`config.mk`:
```
export PLATFORM = sky130hd
export DESIGN_NAME = rename_regfile
export DESIGN_NICKNAME = d
export VERILOG_FILES = /design/src/rtl/rename_regfile.sv
export SDC_FILE = /design/constraint.sdc
export NUM_CORES = 2
export LEC_CHECK = 0
export ABC_AREA = 1
export CAP_MARGIN = 15
export CORE_MARGIN = 1.5
export CORE_UTILIZATION = 35
export DETAILED_ROUTE_END_ITERATION = 6
export SLEW_MARGIN = 20
export SYNTH_ARGS = -nofsm -noshare
export SYNTH_HDL_FRONTEND = slang
export SYNTH_SLANG_ARGS = --single-unit
```
`constraint.sdc`:
```
create_clock -name clk -period 43.3 [get_ports clk]
set_input_delay 4.33 -clock clk [delete_from_list [all_inputs] [get_ports clk]]
set_output_delay 4.33 -clock clk [all_outputs]
set_load 0.02 [all_outputs]
```
`src/rtl/rename_regfile.sv`:
```
// Architectural register file with a per-register rename tag (ROB nick).
// Dispatch reads two sources combinationally; each returns a value or the
// pending producer nick. Commits write data and retire matching tags; a
// flush drops every outstanding tag.
module rename_regfile #(
  parameter int unsigned DATA_W = 32,
  parameter int unsigned NAME_W = 5,
  parameter int unsigned NICK_W = 5
) (
  input  logic              clk,
  input  logic              rst,
  input  logic              rdy,
  input  logic              iROB_clr,
  input  logic              iROB_nick_en,
  input  logic [NICK_W-1:0] iROB_nick,
  input  logic [NAME_W-1:0] iROB_nick_regnm,
  input  logic              iRF_en,
  input  logic [NAME_W-1:0] iRF_rd_regnm,
  input  logic [DATA_W-1:0] iRF_rd_dt,
  input  logic [NICK_W-1:0] iRF_rd_nick,
  input  logic [NAME_W-1:0] iDP_rs1_regnm,
  input  logic [NAME_W-1:0] iDP_rs2_regnm,
  output logic [DATA_W-1:0] oDP_rs1_dt,
  output logic [NICK_W-1:0] oDP_rs1_nick,
  output logic [DATA_W-1:0] oDP_rs2_dt,
  output logic [NICK_W-1:0] oDP_rs2_nick,
  output logic [NAME_W:0]   oRF_busy_cnt
);

  localparam int unsigned NREG = 2 ** NAME_W;

  logic [DATA_W-1:0] r_dt  [NREG];
  logic [NICK_W-1:0] r_tag [NREG];
  logic [NAME_W:0]   r_busy_cnt;

  logic [DATA_W-1:0] w_dt_d  [NREG];
  logic [NICK_W-1:0] w_tag_d [NREG];
  logic [NAME_W:0]   w_busy_cnt_d;
  logic              w_commit;
  logic              w_rename;

  assign w_commit = iRF_en && (iRF_rd_regnm != '0);
  assign w_rename = iROB_nick_en && (iROB_nick_regnm != '0) && !iROB_clr;

  // Next-state data/tags: commit first, then flush or rename overrides the tag.
  always_comb begin
    w_dt_d  = r_dt;
    w_tag_d = r_tag;
    if (w_commit) begin
      w_dt_d[iRF_rd_regnm] = iRF_rd_dt;
      // A younger rename of the same register keeps its tag.
      if (r_tag[iRF_rd_regnm] == iRF_rd_nick) begin
        w_tag_d[iRF_rd_regnm] = '0;
      end
    end
    if (iROB_clr) begin
      for (int unsigned i = 0; i < NREG; i++) begin
        w_tag_d[i] = '0;
      end
    end else if (w_rename) begin
      w_tag_d[iROB_nick_regnm] = iROB_nick;
    end
  end

  // Post-edge count of tagged registers.
  always_comb begin
    w_busy_cnt_d = '0;
    for (int unsigned i = 0; i < NREG; i++) begin
      if (w_tag_d[i] != '0) begin
        w_busy_cnt_d = w_busy_cnt_d + (NAME_W + 1)'(1);
      end
    end
  end

  // State update, held while rdy is low.
  always_ff @(posedge clk or negedge rst) begin
    if (!rst) begin
      r_dt       <= '{default: '0};
      r_tag      <= '{default: '0};
      r_busy_cnt <= '0;
    end else if (rdy) begin
      r_dt       <= w_dt_d;
      r_tag      <= w_tag_d;
      r_busy_cnt <= w_busy_cnt_d;
    end
  end

  assign oRF_busy_cnt = r_busy_cnt;

  // Source 1 lookup: x0 is hardwired, a matching commit bypasses the tag.
  always_comb begin
    oDP_rs1_dt   = r_dt[iDP_rs1_regnm];
    oDP_rs1_nick = r_tag[iDP_rs1_regnm];
    if (iDP_rs1_regnm == '0) begin
      oDP_rs1_dt   = '0;
      oDP_rs1_nick = '0;
    end else if ((r_tag[iDP_rs1_regnm] != '0) && iRF_en && (iRF_rd_regnm == iDP_rs1_regnm) &&
                 (r_tag[iDP_rs1_regnm] == iRF_rd_nick)) begin
      oDP_rs1_dt   = iRF_rd_dt;
      oDP_rs1_nick = '0;
    end
  end

  // Source 2 lookup, same rules as source 1.
  always_comb begin
    oDP_rs2_dt   = r_dt[iDP_rs2_regnm];
    oDP_rs2_nick = r_tag[iDP_rs2_regnm];
    if (iDP_rs2_regnm == '0) begin
      oDP_rs2_dt   = '0;
      oDP_rs2_nick = '0;
    end else if ((r_tag[iDP_rs2_regnm] != '0) && iRF_en && (iRF_rd_regnm == iDP_rs2_regnm) &&
                 (r_tag[iDP_rs2_regnm] == iRF_rd_nick)) begin
      oDP_rs2_dt   = iRF_rd_dt;
      oDP_rs2_nick = '0;
    end
  end

  // Nick 0 means "ready" and must never be allocated.
  a_nick_nonzero: assert property (@(posedge clk) disable iff (!rst)
    (rdy && iROB_nick_en) |-> (iROB_nick != '0));

endmodule

```
# ---- After elaboration in Yosys (flattened, before gate mapping)
# Cells that the tools add are included.
dict set report totals {
  register_bits 1190
  input_bits 68
  output_inout_bits 80
  wordCells 231
}
dict set report op_classes {
  addsub 31
  n_lt_le_gt_ge 6
  eq_ne 5
  n_mux 67
  n_bitwise 6
  n_reduce_logical 51
}
# op n
set ops {}
lappend ops {{bitwise mux 1024 bit} 1}
lappend ops {{two-way mux 160 bit} 4}
lappend ops {{binary-select mux 32 bit (select 5 bit)} 2}
lappend ops {{two-way mux 32 bit} 9}
lappend ops {{adder 6 x 1 -> 6 bit, second input constant} 31}
lappend ops {{two-way mux 6 bit} 31}
lappend ops {{nonzero test 5 bit} 36}
lappend ops {{bitwise AND 160 bit} 1}
lappend ops {{bitwise mux 160 bit} 1}
lappend ops {{demux 32 bit (select 5 bit)} 1}
lappend ops {{inverter 160 bit} 1}
lappend ops {{binary-select mux 5 bit (select 5 bit)} 3}
lappend ops {{two-way mux 5 bit} 12}
lappend ops {{demux 5 bit (select 5 bit)} 2}
lappend ops {{equality test 5 bit} 5}
lappend ops {{greater-or-equal comparator 6 bit, second input constant} 4}
lappend ops {{inverter 5 -> 6 bit} 4}
lappend ops {{less-than comparator 6 x 1 -> 1 bit, second input constant} 2}
lappend ops {{logical AND 1 bit} 11}
lappend ops {{logical NOT 5 bit} 2}
lappend ops {{AND reduction 2 bit} 1}
lappend ops {{logical NOT 1 bit} 1}
lappend ops {{two-way mux 1 bit} 1}

# ---- Depth between registers and ports, before layout
dict set report depth {
  ltp_word 76
  mapped_depth 126
  depth_no_buf 124
}

# ---- Worst setup path after synthesis
# No wires, ideal clock.
dict set report synth_path {
  path_kind {input -> register}
  startpoint {input iROB_clr}
  endpoint {register r_busy_cnt[4], in the netlist oRF_busy_cnt[4]}
  setup_ps 129
  t_arrival_ps 22529
  required_time_ps 43171
  setup_slack_ps 20642
  stages 118
  path_buffers 15
  cell_sequence {clkbuf_1 -> inv_1 -> buf_2 -> clkbuf_1 -> clkbuf_1 -> clkbuf_1 -> buf_1 -> clkbuf_1 -> buf_1 -> clkbuf_1 -> clkbuf_1 -> clkbuf_1 -> buf_1 -> clkbuf_1 -> clkbuf_1 -> clkbuf_1 -> nand2_1 -> nand2_1 -> (+82 left out) -> ha_1 -> nand2_1 -> nand2_1 -> ha_1 -> nand2_1 -> nand2_1 -> ha_1 -> nand2_1 -> nand2_2 -> ha_1 -> nand2_1 -> a21boi_0 -> inv_1 -> ha_1 -> nand3_1 -> nor2_1 -> xor2_1 -> o21ai_1}
}
dict set report synth_between {
  elab_chain_cells 68
  elab_cells_between_ends 99
  cone_classes {31 x add/sub; 34 x mux; 34 x reduce/logical}
}
# element line
set synth_lines {}
lappend synth_lines {{from (decl)} 13} ;# input logic iROB_clr,
lappend synth_lines {{logical NOT 1 bit} 43} ;# assign w_rename = iROB_nick_en && (iROB_nick_regnm != '0) && !iROB_clr;
lappend synth_lines {{logical AND 1 bit} 43}
lappend synth_lines {{two-way mux 160 bit} 60} ;# end else if (w_rename) begin
lappend synth_lines {{two-way mux 160 bit *} 56} ;# if (iROB_clr) begin
lappend synth_lines {{nonzero test 5 bit} 69} ;# if (w_tag_d[i] != '0) begin
lappend synth_lines {{two-way mux 1 bit} 69}
lappend synth_lines {{adder 6 x 1 -> 6 bit} 70} ;# w_busy_cnt_d = w_busy_cnt_d + (NAME_W + 1)'(1);
lappend synth_lines {{two-way mux 6 bit} 69}
lappend synth_lines {{(+52 left out)} n/a}
lappend synth_lines {{adder 6 x 1 -> 6 bit} 70}
lappend synth_lines {{two-way mux 6 bit} 69}
lappend synth_lines {{adder 6 x 1 -> 6 bit} 70}
lappend synth_lines {{two-way mux 6 bit} 69}
lappend synth_lines {{adder 6 x 1 -> 6 bit} 70}
lappend synth_lines {{two-way mux 6 bit} 69}
lappend synth_lines {{adder 6 x 1 -> 6 bit} 70}
lappend synth_lines {{two-way mux 6 bit *} 69}
lappend synth_lines {{to (signal assigned)} 84} ;# r_busy_cnt <= w_busy_cnt_d;
lappend synth_lines {{to (decl)} 34} ;# logic [NAME_W:0] r_busy_cnt;
# Every way passes the cells marked *; elsewhere a longest branch is shown, timed or not.
# A chain may end at the register's enable or synchronous reset.

# ---- Final worst setup path
dict set report layout_path {
  startpoint {input iRF_rd_regnm[1]}
  endpoint {register r_busy_cnt[4], in the netlist oRF_busy_cnt[4]}
}
dict set report layout_between {
  elab_chain_cells 76
  elab_cells_between_ends 114
  cone_classes {31 x add/sub; 2 x order compare; 1 x eq/ne; 42 x mux; 3 x bitwise; 35 x reduce/logical}
}
# element line
set layout_lines {}
lappend layout_lines {{from (decl)} 18} ;# input logic [NAME_W-1:0] iRF_rd_regnm,
lappend layout_lines {{inverter 5 -> 6 bit (implied by the code)} {52, 53}}
lappend layout_lines {{greater-or-equal comparator 6 bit (implied by the code) / less-than comparator 6 x 1 -> 1 bit (equally long branches)} 53} ;# w_tag_d[iRF_rd_regnm] = '0;
lappend layout_lines {{logical AND 1 bit (implied by the code)} 53}
lappend layout_lines {{two-way mux 5 bit (implied by the code)} 53}
lappend layout_lines {{demux 5 bit (select 5 bit)} 53}
lappend layout_lines {{inverter 160 bit (no source line)} n/a}
lappend layout_lines {{bitwise AND 160 bit (no source line)} n/a}
lappend layout_lines {{two-way mux 160 bit} 52} ;# if (r_tag[iRF_rd_regnm] == iRF_rd_nick) begin
lappend layout_lines {{(+60 left out)} n/a}
lappend layout_lines {{adder 6 x 1 -> 6 bit} 70}
lappend layout_lines {{two-way mux 6 bit} 69}
lappend layout_lines {{adder 6 x 1 -> 6 bit} 70}
lappend layout_lines {{two-way mux 6 bit} 69}
lappend layout_lines {{adder 6 x 1 -> 6 bit} 70}
lappend layout_lines {{two-way mux 6 bit} 69}
lappend layout_lines {{adder 6 x 1 -> 6 bit} 70}
lappend layout_lines {{two-way mux 6 bit *} 69}
# Every way passes the cells marked *; elsewhere a longest branch is shown, timed or not. The select of a mux whose other input is x is not followed.

==> flow_metrics.env <==
export IMPL_grt_ovfl_total=0
export IMPL_die_area_um2=213000
export IMPL_cp_max_fo=39
export IMPL_core_um2=209000
export IMPL_root_buffer="clkbuf_16"
export IMPL_numCtsBuffers=138
export IMPL_first_pass_iters=7
export IMPL_grt_pass1_wl_um=457000
export IMPL_cap_violations=0
export IMPL_ios=148
export IMPL_async_flop_share_pct=100
export IMPL_synth_area_um2=73700
export IMPL_clock_skew_ns=0.0296
export IMPL_ant_nets=0
export IMPL_pwr_density_cell_nw_per_um2=37.6
export IMPL_grt_max_degree=176
export IMPL_nets=10200
export IMPL_worstMarginPinSlew_ns=1.21
export IMPL_internal_power_mw=2.09
export IMPL_cts_tree="built"
export IMPL_cts_clk_slew_worst_paths_ns=0.05
export IMPL_synthTopCellsByArea="dfrtp_1, nand2_1, o21ai_0, a21oi_1, clkbuf_1"
export IMPL_hold_viol=0
export IMPL_leakage_nw=35.3
export IMPL_power_total_mw=3.04
export IMPL_r2r_start="r_tag[141]$_DFFE_PN0P_"
export IMPL_status="finished, final reports clean"
export IMPL_syn_avg_cell_area_um2=6.96
export IMPL_cp_end_kind="flip-flop"
export IMPL_start_util_pct=35.2
export IMPL_synth_cell_types=51
export IMPL_drv_slew=0
export IMPL_via_count=77400
export IMPL_switching_share_pct=31.5
export IMPL_p_seq_share_pct=43.6
export IMPL_r2r_end="oRF_busy_cnt[4]$_DFFE_PN0P_"
export IMPL_place_hpwl_um=172000
export IMPL_comb_power_share_pct=17.3
export IMPL_wl_met1_um=123000
export IMPL_die_h_um=462
export IMPL_vias_per_cell=5.96
export IMPL_drt_total_wl_um=307000
export IMPL_post_route_period_util_pct=50.6
export IMPL_fillers=21800
export IMPL_synthCells=10600
export IMPL_finalSetupViolations=0
export IMPL_postCtsHoldBufs=0
export IMPL_slew_headroom_pct=19.2
export IMPL_clock_fmax_mhz=45.6
export IMPL_final_cell_mix="nand2_1, o21ai_0, dfrtp_1"
export IMPL_area_delta_synth_final_pct=9.96
export IMPL_critPathKind="input pin to flip-flop"
export IMPL_synth_warning_count=0
export IMPL_crit_slowest_cell="buf_2"
export IMPL_yosys_area_top_type="dfrtp_1"
export IMPL_cpMostUsedCell="nand2_1"
export IMPL_irDropWorstVdd_mv=0.0326
export IMPL_synth_seq_cells=1190
export IMPL_cp_arrival_ns=22.56
export IMPL_p_sw_uw=957
export IMPL_clock_path_buffers=3
export IMPL_route_detailed_drc=0
export IMPL_syn_num_nets=10700
export IMPL_numClockSinks=1190
export IMPL_antenna_found_initial=9
export IMPL_ys_seq_area_share_pct=40.4
export IMPL_io_buffer_count=147
export IMPL_drive_above_1_share_pct=6.24
export IMPL_synth_edf_count=0
export IMPL_drt_initial_drc_count=10800
export IMPL_reg2reg_depth=118
export IMPL_mostFrequentLayoutCell="nand2_1"
export IMPL_rsz0062_at_grt="no"
export IMPL_max_stage_delay_ns=0.61
export IMPL_clkPwrFrac_pct=39.1
export IMPL_clk_latency_ns=0.79
export IMPL_post_cts_resized=0
export IMPL_synth_top_area_share_pct=40.4
export IMPL_period_needed_ns=21.93
export IMPL_synthFlopType="dfrtp_1"
export IMPL_routabilityCongestion=0.971
export IMPL_die_w_um=462
export IMPL_cp_startpoint="iRF_rd_regnm[1]"
export IMPL_cts_setup_buffers=0
export IMPL_wl_per_cell_um=23.7
export IMPL_crit_path_end="oRF_busy_cnt[4]$_DFFE_PN0P_"
export IMPL_hp_class="flip-flop to flip-flop"
export IMPL_r2r_slack_ns=25.49
export IMPL_topRoutingLayerUsed="met5"
export IMPL_required_ns=43.93
export IMPL_grt_pass1_vias=71400
export IMPL_finalSetupTns_ns=0
export IMPL_wl_met2_um=133000
export IMPL_route_met3_wl_um=34300
export IMPL_rows=168
export IMPL_startpoint_type="input pin"
export IMPL_grt_total_usage_pct=28.0
export IMPL_cts_htree_levels=4
## cells in the mapped netlist, types with 69 or more instances
library cell	n
a21oi_1	1165
a221oi_1	110
a31oi_1	71
clkbuf_1	847
dfrtp_1	1190
inv_1	567
nand2_1	3070
nand2_2	94
nand3_1	586
nand3_2	69
nor2_1	197
nor3_1	122
o21ai_0	1886
o311ai_0	237
## sequential cells by signal, summed over array words and instances (netlist names)
name and count:
oRF_busy_cnt 6, r_tag 160, r_dt 1024
## worst min path at each step
stage                                 startpoint                      to  depth (start not counted)
after floorplan           r_dt[1000]$_DFFE_PN0P_  r_dt[1000]$_DFFE_PN0P_                          1
final                     r_dt[1019]$_DFFE_PN0P_  r_dt[1019]$_DFFE_PN0P_                          0
after detailed placement  r_dt[1003]$_DFFE_PN0P_  r_dt[1003]$_DFFE_PN0P_                          0
after CTS                 r_dt[1019]$_DFFE_PN0P_  r_dt[1019]$_DFFE_PN0P_                          0
after global routing      r_dt[1015]$_DFFE_PN0P_  r_dt[1015]$_DFFE_PN0P_                          0
after global placement    r_dt[1018]$_DFFE_PN0P_  r_dt[1018]$_DFFE_PN0P_                          0
## area by class of cell
type / instances / area (µm²) / area share (%)
well taps: 2805 / 3510 / 4.33
repair buffers: 271 / 2580 / 3.19
flip-flops and latches: 1190 / 29800 / 36.7
clock buffers: 198 / 4020 / 4.96
clock inverters: 43 / 527 / 0.650
inverters: 590 / 2260 / 2.79
multi-input cells: 7867 / 38300 / 47.3
diodes: 12 / 30.0 / 0.0371
## cells by family (layout without fill, tap and decap cells)
group           after synthesis  count (layout)  share of synthesized area (%)
buf+inv                    1527            1102                           7.92
fa+ha+maj                    31              31                          0.526
compound gates             3612            3612                           26.9
simple gates               4220            4220                           24.2
flops                      1190            1190                           40.4
other cells                   0              12                              0
xor+xnor                      4               4                         0.0475
## metrics by stage
stage,hold slack (ns),instance area (µm²),setup slack (ns),util [%],cells
3_3_place_gp,0.365,76400,21.03,36.5,12700
2_1_floorplan,0.429,73700,20.64,-,10600
3_5_place_dp,0.366,76400,20.65,36.5,12700
5_1_grt,0.384,81000,19.98,38.7,13000
6_report,0.375,81000,21.37,38.7,13000
4_1_cts,0.378,81000,21.43,38.7,13000
## critical path, delay by kind of cell
family	cells	cell delay (ns)
AOI/OAI and AO/OA	7	1.05
xor gates and xnor gates	1	0.16
and+or+nand+nor	72	7.16
buffers and inverters	10	1.56
adders and majority gates	30	8.25
## metal layers
layer | vias up | global-route usage (%)
met5 | - | 0
met3 | 945 | 6.30
met1 | 36900 | 37.1
li1 | 34900 | -
met4 | 6 | 14.4
met2 | 4652 | 42.6
## power groups by stage
stage                     registers, mW  clock network (mW)  logic (mW)
after floorplan                    1.32                   0       0.345
after global placement             1.34                   0       0.504
after detailed placement           1.34                   0       0.517
after CTS                          1.32                1.21       0.518
after global routing               1.34                1.25       0.588
final                              1.33                1.19       0.526
Note: power is estimated with default switching activity, not from simulation.
